==> src/rtl/uart_rx_if.sv <==
// Serial receive bus: the line input plus the received byte, strobe and status.
// The receiver connects through "slave"; the serial line driver connects through "master".
interface uart_rx_if;
  logic       rx;
  logic [7:0] rx_data;
  logic       rx_done;
  logic       frame_err;
  logic       busy;

  modport master (output rx, input rx_data, rx_done, frame_err, busy);
  modport slave  (input rx, output rx_data, rx_done, frame_err, busy);
endinterface

==> src/rtl/uart_rx.sv <==
// 8N1 UART receiver with 16x oversampling. A falling edge on the synchronized line
// starts a frame; each bit is sampled once, at its midpoint.
module uart_rx #(
  parameter int unsigned SYS_CLK    = 100_000_000,
  parameter int unsigned BAUD       = 9600,
  parameter int unsigned OVERSAMPLE = 16
) (
  input  logic       clk,
  input  logic       rst,
  uart_rx_if.slave   bus
);

  localparam int unsigned TICK_DIV = SYS_CLK / (BAUD * OVERSAMPLE);
  localparam int unsigned DIV_W    = (TICK_DIV > 1) ? $clog2(TICK_DIV) : 1;
  localparam int unsigned CNT_W    = 4;
  localparam int unsigned BYTE_W   = 8;
  localparam int unsigned IDX_W    = 3;

  localparam logic [DIV_W-1:0] DIV_LAST  = DIV_W'(TICK_DIV - 1);
  localparam logic [CNT_W-1:0] MID_TICK  = CNT_W'(OVERSAMPLE / 2 - 1);
  localparam logic [CNT_W-1:0] LAST_TICK = CNT_W'(OVERSAMPLE - 1);
  localparam logic [IDX_W-1:0] LAST_BIT  = IDX_W'(BYTE_W - 1);

  typedef enum logic [1:0] {
    IDLE  = 2'd0,
    START = 2'd1,
    DATA  = 2'd2,
    STOP  = 2'd3
  } state_t;

  state_t r_state;
  state_t w_state_next;

  logic              r_sync1;
  logic              r_rx_s;
  logic              r_rx_prev;
  logic [DIV_W-1:0]  r_div;
  logic [CNT_W-1:0]  r_tick_cnt;
  logic [IDX_W-1:0]  r_bit_idx;
  logic [BYTE_W-1:0] r_shift;
  logic [BYTE_W-1:0] r_rx_data;
  logic              r_rx_done;
  logic              r_frame_err;
  logic              r_busy;

  logic w_tick;
  logic w_fall;
  logic w_at_mid;
  logic w_at_last;
  logic w_div_clr;
  logic w_cnt_clr;
  logic w_shift_en;
  logic w_load;

  assign w_tick    = (r_div == DIV_LAST);
  assign w_fall    = r_rx_prev & ~r_rx_s;
  assign w_at_mid  = w_tick && (r_tick_cnt == MID_TICK);
  assign w_at_last = w_tick && (r_tick_cnt == LAST_TICK);

  // State register
  always_ff @(posedge clk) begin
    if (rst) r_state <= IDLE;
    else     r_state <= w_state_next;
  end

  // Next-state logic
  always_comb begin
    w_state_next = r_state;
    unique case (r_state)
      IDLE:  if (w_fall)    w_state_next = START;
      START: if (w_at_mid)  w_state_next = r_rx_s ? IDLE : DATA;
      DATA:  if (w_at_last && (r_bit_idx == LAST_BIT)) w_state_next = STOP;
      STOP:  if (w_at_last) w_state_next = IDLE;
      default:              w_state_next = IDLE;
    endcase
  end

  // Datapath controls decoded from the current state
  always_comb begin
    w_div_clr  = 1'b0;
    w_cnt_clr  = 1'b0;
    w_shift_en = 1'b0;
    w_load     = 1'b0;
    unique case (r_state)
      IDLE: begin
        w_div_clr = w_fall;
        w_cnt_clr = w_fall;
      end
      START:   w_cnt_clr  = w_at_mid;
      DATA:    w_shift_en = w_at_last;
      STOP:    w_load     = w_at_last;
      default: w_cnt_clr  = 1'b0;
    endcase
  end

  // Synchronizer, dividers, shift register and registered outputs
  always_ff @(posedge clk) begin
    if (rst) begin
      r_sync1     <= 1'b1;
      r_rx_s      <= 1'b1;
      r_rx_prev   <= 1'b1;
      r_div       <= '0;
      r_tick_cnt  <= '0;
      r_bit_idx   <= '0;
      r_shift     <= '0;
      r_rx_data   <= '0;
      r_rx_done   <= 1'b0;
      r_frame_err <= 1'b0;
      r_busy      <= 1'b0;
    end else begin
      r_sync1   <= bus.rx;
      r_rx_s    <= r_sync1;
      r_rx_prev <= r_rx_s;

      if (w_div_clr || w_tick) r_div <= '0;
      else                     r_div <= r_div + DIV_W'(1);

      if (w_cnt_clr)   r_tick_cnt <= '0;
      else if (w_tick) r_tick_cnt <= r_tick_cnt + CNT_W'(1);

      if (w_cnt_clr)       r_bit_idx <= '0;
      else if (w_shift_en) r_bit_idx <= r_bit_idx + IDX_W'(1);

      if (w_shift_en) r_shift <= {r_rx_s, r_shift[BYTE_W-1:1]};

      r_rx_done <= w_load;
      if (w_load) begin
        r_rx_data   <= r_shift;
        r_frame_err <= ~r_rx_s;
      end

      r_busy <= (w_state_next != IDLE);
    end
  end

  assign bus.rx_data   = r_rx_data;
  assign bus.rx_done   = r_rx_done;
  assign bus.frame_err = r_frame_err;
  assign bus.busy      = r_busy;

endmodule

==> src/flat_wrapper.sv <==
// flat-port wrapper written by rule: the top's interface ports become plain ports
module uart_rx_flat 
#(
  parameter int unsigned SYS_CLK    = 100_000_000,
  parameter int unsigned BAUD       = 9600,
  parameter int unsigned OVERSAMPLE = 16
)
  (clk, rst, bus_rx, bus_rx_data, bus_rx_done, bus_frame_err, bus_busy);
  uart_rx_if bus_i ();
  input  logic clk;
  input  logic rst;
  input wire logic [$bits(bus_i.rx)-1:0] bus_rx;
  output wire logic [$bits(bus_i.rx_data)-1:0] bus_rx_data;
  output wire logic [$bits(bus_i.rx_done)-1:0] bus_rx_done;
  output wire logic [$bits(bus_i.frame_err)-1:0] bus_frame_err;
  output wire logic [$bits(bus_i.busy)-1:0] bus_busy;
  assign bus_i.rx = bus_rx;
  assign bus_rx_data = bus_i.rx_data;
  assign bus_rx_done = bus_i.rx_done;
  assign bus_frame_err = bus_i.frame_err;
  assign bus_busy = bus_i.busy;
  uart_rx #(.SYS_CLK(SYS_CLK), .BAUD(BAUD), .OVERSAMPLE(OVERSAMPLE)) u_core (.clk(clk), .rst(rst), .bus(bus_i));
endmodule
==> config.mk <==
export PLATFORM = sky130hd
export DESIGN_NAME = uart_rx_flat
export DESIGN_NICKNAME = d
export VERILOG_FILES = /design/src/rtl/uart_rx_if.sv /design/src/rtl/uart_rx.sv /design/src/flat_wrapper.sv
export SDC_FILE = /design/constraint.sdc
export NUM_CORES = 1
export LEC_CHECK = 0
export CAP_MARGIN = 30
export CELL_PAD_IN_SITES_DETAIL_PLACEMENT = 0
export CELL_PAD_IN_SITES_GLOBAL_PLACEMENT = 1
export CORE_MARGIN = 5
export CORE_UTILIZATION = 40
export CTS_CLUSTER_DIAMETER = 80
export DETAILED_ROUTE_END_ITERATION = 12
export PLACE_DENSITY_LB_ADDON = 0.1
export SLEW_MARGIN = 25
export SYNTH_ARGS = -nofsm -noshare
export SYNTH_HDL_FRONTEND = slang
export SYNTH_SLANG_ARGS = --single-unit
==> constraint.sdc <==
create_clock -name clk -period 2.3 [get_ports clk]
set_input_delay 0.69 -clock clk [delete_from_list [all_inputs] [get_ports clk]]
set_output_delay 0.69 -clock clk [all_outputs]
set_load 0.01 [all_outputs]
; Word-level counts from Yosys, hierarchy flattened
; Index checks and enable logic that the tools add are counted.
[op_classes]
bitwise_logic = 2
n_eq_ne = 7
add_sub_neg = 3
n_mux = 10
reduce_logical = 8
[ops]
columns = cell, count
row1 = $add A10 B1 Y10 const B, 1
row2 = $eq A10 B10 Y1 const B, 1
row3 = $mux W2, 5
row4 = $pmux W2 S4, 1
row5 = $add A4 B1 Y4 const B, 1
row6 = $eq A2 B2 Y1 const B, 2
row7 = $eq A4 B3 Y1 const B, 1
row8 = $eq A4 B4 Y1 const B, 1
row9 = $reduce_or A2 Y1, 2
row10 = $add A3 B1 Y3 const B, 1
row11 = $eq A3 B3 Y1 const B, 1
row12 = $logic_and A1 B1 Y1, 3
row13 = $mux W1, 3
row14 = $eq A2 B1 Y1 const B, 1
row15 = $logic_not A2 Y1, 1
row16 = $pmux W1 S2, 1
row17 = $reduce_bool A2 Y1, 1
row18 = $and A1 B1 Y1, 1
row19 = $logic_or A1 B1 Y1, 1
row20 = $not A1 Y1, 1
[totals]
wordCells = 42
input_bits = 3
out_inout_bits = 11
reg_bits = 41

; Logic depth before layout (Yosys ltp)
[logic_depth]
word_depth = 6
ltp_mapped = 7
mapped_depth_nobuf = 6

; Worst setup path before layout
; No wires, ideal clock.
[synth_timing]
path_type = reg-to-reg
start = reg u_core.r_div[0]
end = reg u_core.r_tick_cnt[0]
setup_slack_ns = 0.308
arrival_time_ns = 1.853
required_ns = 2.161
n_path_buf = 0
path_stages_with_launch = 7
synth_period_minus_slack_ns = 1.992
path_cell_list = dfxtp_1 -> inv_1 -> ha_1 -> or2b_2 -> or4_4 -> o31ai_1 -> nor2_1
[synth_via]
elab_chain_cells = 4
[synth_lines]
columns = item, line_no
row1 = from (decl), uart_rx.sv:37  ; logic [DIV_W-1:0] r_div;
row2 = from (signal assigned), uart_rx.sv:116  ; else r_div <= r_div + DIV_W'(1);
row3 = $eq A10 B10 Y1 *, uart_rx.sv:55  ; assign w_tick = (r_div == DIV_LAST);
row4 = $logic_and A1 B1 Y1, uart_rx.sv:57  ; assign w_at_mid = w_tick && (r_tick_cnt == MID_TICK);
row5 = $pmux W1 S2, uart_rx.sv:84  ; unique case (r_state)
row6 = $reduce_or A2 Y1 (no line), n/a
row7 = to (signal assigned), uart_rx.sv:119  ; else if (w_tick) r_tick_cnt <= r_tick_cnt + CNT_W'(1);
row8 = to (decl), uart_rx.sv:38  ; logic [CNT_W-1:0] r_tick_cnt;
; Mark *: on every way between the ends. The rest lies on a longest branch, timed or not.
; A chain may end at the register's enable or synchronous reset.

; Worst setup path after layout
[layout_timing]
start = reg u_core.r_div[0]
end = reg u_core.r_tick_cnt[3]
; Same word-level chain as after synthesis.

==> flow_summary.ini <==
[global_routing]
grt_pass1_vias = 1412
use_met3 = 0.04374
grt_overflow_total = 0
grt_usage = 0.1346
grt_start_max_net_pins = 26
grt_pass1_wl_um = 6437
use_met2 = 0.2063
antenna_found_initial = 0
grt_util_met1 = 0.1692
top_usage_layer = met2

[critical_path]
path_class = flip-flop to flip-flop
cp.required_ns = 2.49
r2r_slack_ns = 0.28
worstSetupStartpointType = flip-flop
cp_max_fo = 11
cpMaxStageDelayCell = or4_4
critPathMaxStageDelay_ns = 0.59
r2r-start = u_core.r_div[0]$_SDFF_PP0_
reg2regPathDepth = 7
crit_arrival_ns = 2.21
end_kind = flip-flop
rr_endpoint = u_core.r_tick_cnt[3]$_SDFFE_PP0P_
crit_chain = inv_1 -> ha_1 -> or2b_2 -> or4_4 -> o31ai_1 -> buf_4 -> nor2_1

[sta]
fin_crit_sh = 0.8782
tns_ns = 0
maxSlewHeadroom = 0.6662
fmax_mhz = 495.1
worst_slew_pin_slew_ns = 0.4937
final_hold_viol_count = 0
timing.hold.ws_ns = 0.4115
setup_viol_count_final = 0
rsz0062_at_grt = no
finalMaxSlewViolations = 0
fin_crit_ns = 2.020
fin_skew_ns = 0.005884

[yosys]
syn_avg_cell_area_um2 = 8.833
synth.distinct_cells = 38
synthAdderAreaFrac = 0.03541
ys_ff_latch = 41
synth-compound-area-share = 0.1395
yosys.area.top_type = dfxtp_1
synthSimpleGateAreaFrac = 0.2578
synth_top_family_by_area = simple AND/OR/NAND/NOR gates
synth.most_common_cell = dfxtp_1
seq_area_frac_synth = 0.4646
synth_edf_count = 0
synth_nets = 208
yosys_warnings = 0
syn-instance-count = 200
async_flop_share = 0
muxShareOfSynthArea = 0.005666
synth_xor_xnor_area_share = 0.05453
synthesis.area_um2 = 1767
synth-main-ff-cell = dfxtp_1
yosysTopAreaCellShare = 0.4646
synth.cells.most_frequent = dfxtp_1, a21oi_1, o21ai_0
ys_top_cells_by_area = dfxtp_1, a21oi_1, o21ai_0

[detailed_routing]
drc_errors = 0
wl_um = 3687
avgViaCountPerCell = 5.402
drt_pass1_iterations = 4
ant_nets = 0
vias = 1437
drt_iter0_drc = 58
wl_per_cell_um = 13.86

[worst_hold_path]
hold_start = u_core.r_sync1$_SDFF_PP1_
holdPathEnd = u_core.r_rx_s$_SDFF_PP1_
min_path_type = flip-flop to flip-flop
hold_depth = 1

[clock_network]
cts.htree.levels = 2
cts_tree = yes
cts_hold_buf = 0
cts_buffer_depth = 2
clkSlewWorstSetupHoldPaths_ns = 0.08
ctsResizeCount = 0
clock-sinks = 41
insertion_delay_ns = 0.29
numCtsBuffers = 5
cts_setup_buffers = 0
ctsRootBufferMaster = clkbuf_8

[power]
vdd_drop_max_mv = 0.3361
p_sw_frac = 0.2162
clkPwrFrac = 0.428
p_leak_uw = 0.0006851
combPwrFrac = 0.036
p_sw_uw = 293.0
intPower_uw = 1062
p_per_area_nw_per_um2 = 659.7
pwr-share-seq = 0.535

[place]
place_congestion = 0.7570
place_area_um2 = 1939
place_hpwl_um = 2670
portBuffers = 13

[cells_and_area]
layout.nets = 221
antenna_cells = 0
final_cell_area_um2 = 2054
drive_above_1_share = 0.09813
final_util = 0.4751
area_growth_syn_to_layout_pct = 16.29

[floorplan]
dieArea_um2 = 5846
core.rowCount = 24
die_x_um = 76.46
fp.dieH_um = 76.46
core_area_um2 = 4324
start_util = 0.4086
ios = 14

[run_status]
run_status = finished clean

[run]
cap_viol_max_count = 0
-- cell type report --
cell class	count	area (um2)
fillers	430	2270
clock buffers	5	68.82
clock inverters	3	46.29
repair buffers	19	175.2
well taps	52	65.06
multi-input cells	144	870.8
flip-flops and latches	41	820.8
inverters	2	7.507
-- critical path: cells and delay by family, from the launching register on --
kind                     cells  cell delay [ns]
AO/OA/AOI/OAI                1             0.23
flip-flops                   1             0.35
adder cells (fa/ha/maj)      1             0.15
AND/OR/NAND/NOR              3             0.94
buffers and inverters        2             0.25
-- through the flow --
stage          cells  total power (uW)  setup WS, ns
3_5_place_dp     258             791.6        0.3000
6_report         266              1355        0.2801
2_1_floorplan    200             775.0        0.3077
5_1_grt          266              1420        0.1632
4_1_cts          266              1375        0.2728
3_3_place_gp     258             790.2        0.3215
-- sequential cells by signal, indices dropped and copies added, names as in the netlist, 2 cells and up --
name                cells
u_core.r_tick_cnt       4
u_core.bus.rx_data      8
u_core.r_shift          8
u_core.r_bit_idx        3
u_core.r_div           10
u_core.r_state          2
-- per-layer routing --
layer	wire length, um	part of all wire
met1	1786	0.48
met5	0	0
met3	132	0.036
met4	84	0.023
met2	1684	0.46
-- power groups by stage --
stage                     combinational, uW  sequential (uW)  clock, uW
final                                  48.9              726        581
after global routing                   55.4              728        637
after CTS                              49.0              726        600
after detailed placement               48.9              743          0
after global placement                 47.8              742          0
after floorplan                        33.4              742          0
-- cell families after synthesis --
| group | Yosys count |
|---|---|
| flops | 41 |
| xor+xnor | 11 |
| compound gates | 46 |
| simple gates | 81 |
| mux | 1 |
| buf+inv | 15 |
| fa+ha+maj | 5 |
-- layout by cell type (no fill, tap or decap), types with 2 or more instances in the layout --
cell type / count
inv_1: 2
or2_2: 3
nor4_1: 3
and2_1: 3
o21ai_0: 20
nand3b_1: 3
a21oi_1: 21
nand4_1: 11
or3_1: 2
ha_1: 5
xor2_1: 4
nand3_1: 16
a41oi_1: 2
nand2_1: 8
dfxtp_1: 41
clkbuf_8: 5
nor3_1: 3
xnor2_1: 7
clkdlybuf4s50_1: 13
nor2_1: 18
buf_4: 6
-- worst max path at each step --
stage	start	end	slack, ns	cells past startpoint
final	u_core.r_div[0]$_SDFF_PP0_	u_core.r_tick_cnt[3]$_SDFFE_PP0P_	0.28	7
after global routing	u_core.r_div[1]$_SDFF_PP0_	u_core.r_bit_idx[1]$_SDFFE_PP0P_	0.16	6
after CTS	u_core.r_div[0]$_SDFF_PP0_	u_core.r_tick_cnt[3]$_SDFFE_PP0P_	0.27	7
after detailed placement	u_core.r_div[0]$_SDFF_PP0_	u_core.r_tick_cnt[3]$_SDFFE_PP0P_	0.30	7
after global placement	u_core.r_div[0]$_SDFF_PP0_	u_core.r_bit_idx[0]$_SDFFE_PP0P_	0.32	7
after floorplan	u_core.r_div[0]$_SDFF_PP0_	u_core.r_tick_cnt[0]$_SDFFE_PP0P_	0.31	6
Note: power is estimated with default switching activity, not from simulation.
